### config.mk
export PLATFORM = sky130hd
export DESIGN_NAME = pong_input_conditioner_flat
export DESIGN_NICKNAME = d
export VERILOG_FILES = /design/src/rtl/pong_input_conditioner_if.sv /design/src/rtl/pong_input_conditioner.sv /design/src/flat_wrapper.sv
export SDC_FILE = /design/constraint.sdc
export NUM_CORES = 1
export LEC_CHECK = 0
export ABC_CLOCK_PERIOD_IN_PS = 2500
export BUFFER_PORTS_ARGS = -buffer_cell sky130_fd_sc_hd__buf_2
export CAP_MARGIN = 20
export CORE_ASPECT_RATIO = 0.5
export CORE_MARGIN = 3
export CORE_UTILIZATION = 55
export CTS_BUF_LIST = sky130_fd_sc_hd__clkbuf_16
export DETAILED_ROUTE_END_ITERATION = 6
export GPL_TIMING_DRIVEN = 0
export HOLD_SLACK_MARGIN = 0.08
export PLACE_DENSITY = 0.74
export SLEW_MARGIN = 20
export SYNTH_ARGS = -nofsm -noshare
export SYNTH_HDL_FRONTEND = slang
export SYNTH_SLANG_ARGS = --single-unit
### constraint.sdc
create_clock -name CLOCK_50 -period 2.5 [get_ports CLOCK_50]
set_input_delay 0.5 -clock CLOCK_50 [delete_from_list [all_inputs] [get_ports CLOCK_50]]
set_output_delay 0.5 -clock CLOCK_50 [all_outputs]
set_load 0.1 [all_outputs]
### src/rtl/pong_input_conditioner_if.sv
// pong_input_conditioner_if: raw push-button inputs and conditioned game controls
interface pong_input_conditioner_if;
    logic raw_btn_1_up;
    logic raw_btn_1_down;
    logic raw_btn_2_up;
    logic raw_btn_2_down;
    logic raw_pause_n;
    logic btn_1_up;
    logic btn_1_down;
    logic btn_2_up;
    logic btn_2_down;
    logic pause;
    logic tick_100hz;
    logic press_any;
    modport master (
        output raw_btn_1_up, raw_btn_1_down, raw_btn_2_up, raw_btn_2_down, raw_pause_n,
        input  btn_1_up, btn_1_down, btn_2_up, btn_2_down, pause, tick_100hz, press_any
    );
    modport slave (
        input  raw_btn_1_up, raw_btn_1_down, raw_btn_2_up, raw_btn_2_down, raw_pause_n,
        output btn_1_up, btn_1_down, btn_2_up, btn_2_down, pause, tick_100hz, press_any
    );
endinterface

### src/rtl/pong_input_conditioner.sv
// pong_input_conditioner: synchronizes and debounces pong buttons, toggles pause, makes the game tick
module pong_input_conditioner #(
    parameter int CLK_HZ          = 50000000,
    parameter int TICK_HZ         = 100,
    parameter int DEBOUNCE_CYCLES = 500000
) (
    input logic                     CLOCK_50,
    input logic                     reset,
    pong_input_conditioner_if.slave io
);
    localparam int DIV = CLK_HZ / TICK_HZ;
    localparam int DW = $clog2(DIV);
    localparam int CW = $clog2(DEBOUNCE_CYCLES + 1);
    localparam logic [DW-1:0] DIV_LAST = DW'(DIV - 1);
    localparam logic [CW-1:0] CNT_LAST = CW'(DEBOUNCE_CYCLES - 1);
    logic [DW-1:0] div_cnt;
    logic          tick;
    logic [4:0]    raw;
    logic [4:0]    sync_1;
    logic [4:0]    sync_2;
    logic [4:0]    stable;
    logic [4:0]    stable_q;
    logic [CW-1:0] cnt [5];
    logic          press;
    logic          pause_lvl;
    assign raw = {io.raw_pause_n, io.raw_btn_2_down, io.raw_btn_2_up, io.raw_btn_1_down, io.raw_btn_1_up};
    // free-running divider; tick is registered so it lands on the DIV-th cycle after reset release
    always_ff @(posedge CLOCK_50) begin
        if (reset) begin
            div_cnt <= '0;
            tick    <= 1'b0;
        end else begin
            div_cnt <= (div_cnt == DIV_LAST) ? '0 : div_cnt + 1'b1;
            tick    <= (div_cnt == DIV_LAST);
        end
    end
    // two-flop synchronizers, reset to the released level
    always_ff @(posedge CLOCK_50) begin
        if (reset) begin
            sync_1 <= '1;
            sync_2 <= '1;
        end else begin
            sync_1 <= raw;
            sync_2 <= sync_1;
        end
    end
    // per-channel debounce: accept a new level once it has differed from stable for DEBOUNCE_CYCLES cycles
    always_ff @(posedge CLOCK_50) begin
        for (int i = 0; i < 5; i++) begin
            if (reset) begin
                cnt[i]    <= '0;
                stable[i] <= 1'b1;
            end else if (sync_2[i] == stable[i]) begin
                cnt[i] <= '0;
            end else if (cnt[i] >= CNT_LAST) begin
                cnt[i]    <= '0;
                stable[i] <= sync_2[i];
            end else begin
                cnt[i] <= cnt[i] + 1'b1;
            end
        end
    end
    // press edges: one-cycle press_any for any player press, pause toggles once per accepted press
    always_ff @(posedge CLOCK_50) begin
        if (reset) begin
            stable_q  <= '1;
            press     <= 1'b0;
            pause_lvl <= 1'b0;
        end else begin
            stable_q  <= stable;
            press     <= |(stable_q[3:0] & ~stable[3:0]);
            pause_lvl <= pause_lvl ^ (stable_q[4] & ~stable[4]);
        end
    end
    assign io.btn_1_up   = stable[0];
    assign io.btn_1_down = stable[1];
    assign io.btn_2_up   = stable[2];
    assign io.btn_2_down = stable[3];
    assign io.pause      = pause_lvl;
    assign io.tick_100hz = tick;
    assign io.press_any  = press;
endmodule

### src/flat_wrapper.sv
// flat-port wrapper written by rule: the top's interface ports become plain ports
module pong_input_conditioner_flat 
#(
    parameter int CLK_HZ          = 50000000,
    parameter int TICK_HZ         = 100,
    parameter int DEBOUNCE_CYCLES = 500000
)
  (CLOCK_50, reset, io_raw_btn_1_up, io_raw_btn_1_down, io_raw_btn_2_up, io_raw_btn_2_down, io_raw_pause_n, io_btn_1_up, io_btn_1_down, io_btn_2_up, io_btn_2_down, io_pause, io_tick_100hz, io_press_any);
  pong_input_conditioner_if io_i ();
  input logic CLOCK_50;
  input logic reset;
  input wire logic [$bits(io_i.raw_btn_1_up)-1:0] io_raw_btn_1_up;
  input wire logic [$bits(io_i.raw_btn_1_down)-1:0] io_raw_btn_1_down;
  input wire logic [$bits(io_i.raw_btn_2_up)-1:0] io_raw_btn_2_up;
  input wire logic [$bits(io_i.raw_btn_2_down)-1:0] io_raw_btn_2_down;
  input wire logic [$bits(io_i.raw_pause_n)-1:0] io_raw_pause_n;
  output wire logic [$bits(io_i.btn_1_up)-1:0] io_btn_1_up;
  output wire logic [$bits(io_i.btn_1_down)-1:0] io_btn_1_down;
  output wire logic [$bits(io_i.btn_2_up)-1:0] io_btn_2_up;
  output wire logic [$bits(io_i.btn_2_down)-1:0] io_btn_2_down;
  output wire logic [$bits(io_i.pause)-1:0] io_pause;
  output wire logic [$bits(io_i.tick_100hz)-1:0] io_tick_100hz;
  output wire logic [$bits(io_i.press_any)-1:0] io_press_any;
  assign io_i.raw_btn_1_up = io_raw_btn_1_up;
  assign io_i.raw_btn_1_down = io_raw_btn_1_down;
  assign io_i.raw_btn_2_up = io_raw_btn_2_up;
  assign io_i.raw_btn_2_down = io_raw_btn_2_down;
  assign io_i.raw_pause_n = io_raw_pause_n;
  assign io_btn_1_up = io_i.btn_1_up;
  assign io_btn_1_down = io_i.btn_1_down;
  assign io_btn_2_up = io_i.btn_2_up;
  assign io_btn_2_down = io_i.btn_2_down;
  assign io_pause = io_i.pause;
  assign io_tick_100hz = io_i.tick_100hz;
  assign io_press_any = io_i.press_any;
  pong_input_conditioner #(.CLK_HZ(CLK_HZ), .TICK_HZ(TICK_HZ), .DEBOUNCE_CYCLES(DEBOUNCE_CYCLES)) u_core (.CLOCK_50(CLOCK_50), .reset(reset), .io(io_i));
endmodule
==> results.py <==
metrics = {
    "place": {
        "routabilityCongestion": 0.8290,
        "dpl.hpwl_microns": 8499,
        "place_area_sq_mm": 0.007385,
        "placed_cells": 924,
        "placement.io_buffers": 13,
    },
    "setup_path": {
        "rr_startpoint": "u_core.cnt[1][10]",
        "reg2reg_setup_slack_ns": 0.06,
        "cp_max_fo": 10,
        "crit_required_ns": 2.68,
        "startpoint_type": "flop",
        "reg2regPathDepth": 7,
        "cp-end-kind": "flop",
        "r2r-end": "u_core.cnt[1][12]",
        "crit_arrival_ns": 2.62,
        "critPathKind": "flop to flop",
    },
    "clock_tree": {
        "cts_tree": "built",
        "insertion_delay_ns": 0.42,
        "numCtsBuffers": 17,
        "clk_path_buf_depth": 2,
        "path_clk_slew_ns": 0.06,
        "clock_sinks": 137,
        "htree_levels": 4,
        "cts_root_buf": "clkbuf_16",
    },
    "global_routing": {
        "grt_pass1_vias": 4795,
        "grt_max_degree": 17,
        "gr-total-overflow": 0,
        "antenna_found_initial": 0,
        "grt_pass1_wl_microns": 22250,
        "grt_usage_pct": 19.88,
    },
    "synth": {
        "synth-edff-count": 95,
        "syn_inst": 658,
        "yosys_register_bits": 137,
        "ys_warn_count": 0,
        "synth_top_area_cell": "edfxtp_1",
        "synthArstFlopShare_pct": 0,
        "synth_flop_cell": "edfxtp_1",
        "postSynthAreaPerCell_sq_um": 10.29,
        "ys_types": 48,
        "synthTopCellsByArea": "edfxtp_1 (42%), dfxtp_1 (12%), nor2_1 (8.2%), xnor2_1 (6.9%), xor2_1 (6.3%)",
        "seq_area_frac_synth_pct": 54.58,
        "synth_area_sq_mm": 0.006768,
        "synth_top_area_share_pct": 42.15,
    },
    "power": {
        "seqPwrFrac_pct": 47.9,
        "powerDensity_mw_per_mm2": 666.2,
        "p_int_w": 0.004199,
        "p_leak_nw": 2.989,
        "ir_drop_mv": 0.4683,
        "totalPowerFinal_w": 0.005405,
        "power.clock.fraction_pct": 48.4,
        "p_sw_share_pct": 22.32,
        "netSwitchingPower_w": 0.001206,
        "p_comb_share_pct": 3.7,
    },
    "detailed_routing": {
        "wl_per_cell_microns": 13.19,
        "postRouteAntennaNets": 0,
        "drc_errors": 0,
        "wl_microns": 12650,
        "via_per_inst": 5.166,
        "drt_pass1_iterations": 6,
        "route.vias.total": 4954,
        "drt_iter0_markers": 300,
    },
    "layout": {
        "layout-drive-gt1-share_pct": 10.38,
        "stdcell_count": 959,
        "regArea_sq_mm": 0.003694,
        "nFillCells": 853,
        "area_delta_synth_final_pct": 19.87,
        "post-route-util_pct": 70.63,
        "finish.instance_area_sq_mm": 0.008113,
        "diodes": 0,
        "final_net_count": 800,
        "multi_input_area_sq_mm": 0.003343,
    },
    "status": {
        "status": "complete, no violations",
    },
    "floorplan": {
        "die_h_microns": 84.44,
        "die_w_microns": 162.9,
        "io_pins": 14,
        "core_sq_mm": 0.01149,
        "start_util_pct": 58.92,
        "dieArea_sq_mm": 0.01375,
        "row_count": 27,
    },
    "sta": {
        "fin_skew_ns": 0.008891,
        "setup_viol": 0,
        "relSlewSlack_pct": 54.41,
        "final_max_slew_viol_count": 0,
        "period_share_pct": 97.64,
        "whs_ns": 0.2580,
        "clock.fmax_mhz": 409.7,
        "finalHoldViolCount": 0,
        "fin_crit_ns": 2.441,
        "worstMarginPinSlew_ns": 0.6787,
    },
    "worst_hold_path": {
        "min_path_type": "primary input to flop",
        "hold_depth": 2,
        "hold_path_end": "u_core.sync_1[1]",
        "min_from": "io_raw_btn_1_down",
    },
    "job": {
        "max_cap_viol_count": 0,
    },
}
## critical path, cell delays in order (launching register included)
cell	delay, ns
edfxtp_1	0.42
or4_4	0.57
or4_4	0.54
a31oi_4	0.18
or4_1	0.16
buf_6	0.15
buf_12	0.13
nor2_1	0.05
## registers in the layout, indices dropped and copies added, names as in the netlist
signal / flops
u_core.sync_1: 5
u_core.io.press_any: 1
u_core.io.tick_100hz: 1
u_core.stable: 5
u_core.io.pause: 1
u_core.cnt: 95
u_core.div_cnt: 19
u_core.stable_q: 5
u_core.sync_2: 5
## synthesized netlist by cell type (2+ instances only)
library cell and instances:
o31ai_1 3, nand4_1 25, or2_2 18, clkbuf_1 9
edfxtp_1 95, and2_1 4, and3_1 20, nand2_1 35
ha_1 6, dfxtp_1 42, xnor2_1 53, or4_1 8
o41ai_1 2, inv_1 23, nand3_1 40, or3_1 2
o21ai_0 3, o21ai_2 2, a211oi_1 3, nor3_1 17
o311a_1 2, a31oi_1 5, a221oi_1 2, nor4_1 6
xor2_1 49, o21a_1 3, nor2_1 147, nor4b_1 2
and4_1 10, o31a_1 2, mux2i_1 2, o211ai_1 2
## worst max-delay path by stage
stage	from	endpoint	slack, ns	cells after the start
5_1_grt	u_core.cnt[1][10]	u_core.cnt[1][12]	-0.007	7
3_3_place_gp	u_core.cnt[4][10]	u_core.cnt[4][9]	-0.13	6
6_report	u_core.cnt[1][10]	u_core.cnt[1][12]	0.06	7
3_5_place_dp	u_core.cnt[4][10]	u_core.cnt[4][10]	-0.14	6
4_1_cts	u_core.cnt[0][7]	u_core.cnt[0][16]	0.01	6
2_1_floorplan	u_core.cnt[1][10]	u_core.cnt[1][14]	0.14	7
## power groups by stage
stage,Clock (W),Sequential (W),Combinational (W)
after floorplan,0,0.00261,0.000151
after global placement,0,0.00263,0.000181
after detailed placement,0,0.00263,0.000184
after CTS,0.00265,0.00259,0.000192
after global routing,0.00275,0.00260,0.000233
final,0.00262,0.00259,0.000201
## metrics by stage
step | TNS (ns) | setup WS [ns]
after floorplan | 0 | 0.1448
after global placement | -2.575 | -0.1275
after detailed placement | -3.658 | -0.1412
after CTS | 0 | 0.01350
after global routing | -0.007035 | -0.006797
final | 0 | 0.05907
## cells by family after synthesis
family | after synthesis | share of synthesized area [%]
buffers and inverters | 34 | 2.237
adders and majority gates | 6 | 1.109
AOI/OAI and AO/OA | 39 | 4.493
other | 1 | 0.05541
and+or+nand+nor | 337 | 24.03
xor gates and xnor gates | 102 | 13.20
muxes | 2 | 0.2958
DFF | 137 | 54.58
## placed cells by master, fill, tap and decap left out, types with 18 or more instances in the layout
cell and count:
and3_1 20, clkbuf_16 21, conb_1 95, dfxtp_1 42
edfxtp_1 95, inv_1 23, nand2_1 35, nand3_1 39
nand4_1 25, nor2_1 147, or2_2 18, xnor2_1 53
xor2_1 49
## cell type report
class	instances	area share (%)
Sequential cell	137	45.53
Clock inverter	11	1.265
Tap cell	159	2.452
Multi-Input combinational cell	581	41.21
Buffer	9	0.7403
Inverter	23	1.064
Timing Repair Buffer	18	1.265
Clock buffer	21	6.477
## timing repair
action / in CTS / in global routing
setup endpoints to repair: 53 / 40
cloned: 0 / 0
hold buffers: 0 / 0
pin swaps: 0 / 2
resized for setup: 9 / 6
setup buffers: 2 / 3
## routing by layer
layer / vias to the layer above / wire length, microns / track usage, %
met5: - / 0 / 0
met1: 2346 / 6128 / 26.40
met3: 27 / 417 / 4.978
met2: 83 / 5880 / 31.52
li1: 2498 / - / -
met4: 0 / 228 / 7.982
(Power assumes the default switching activity.)
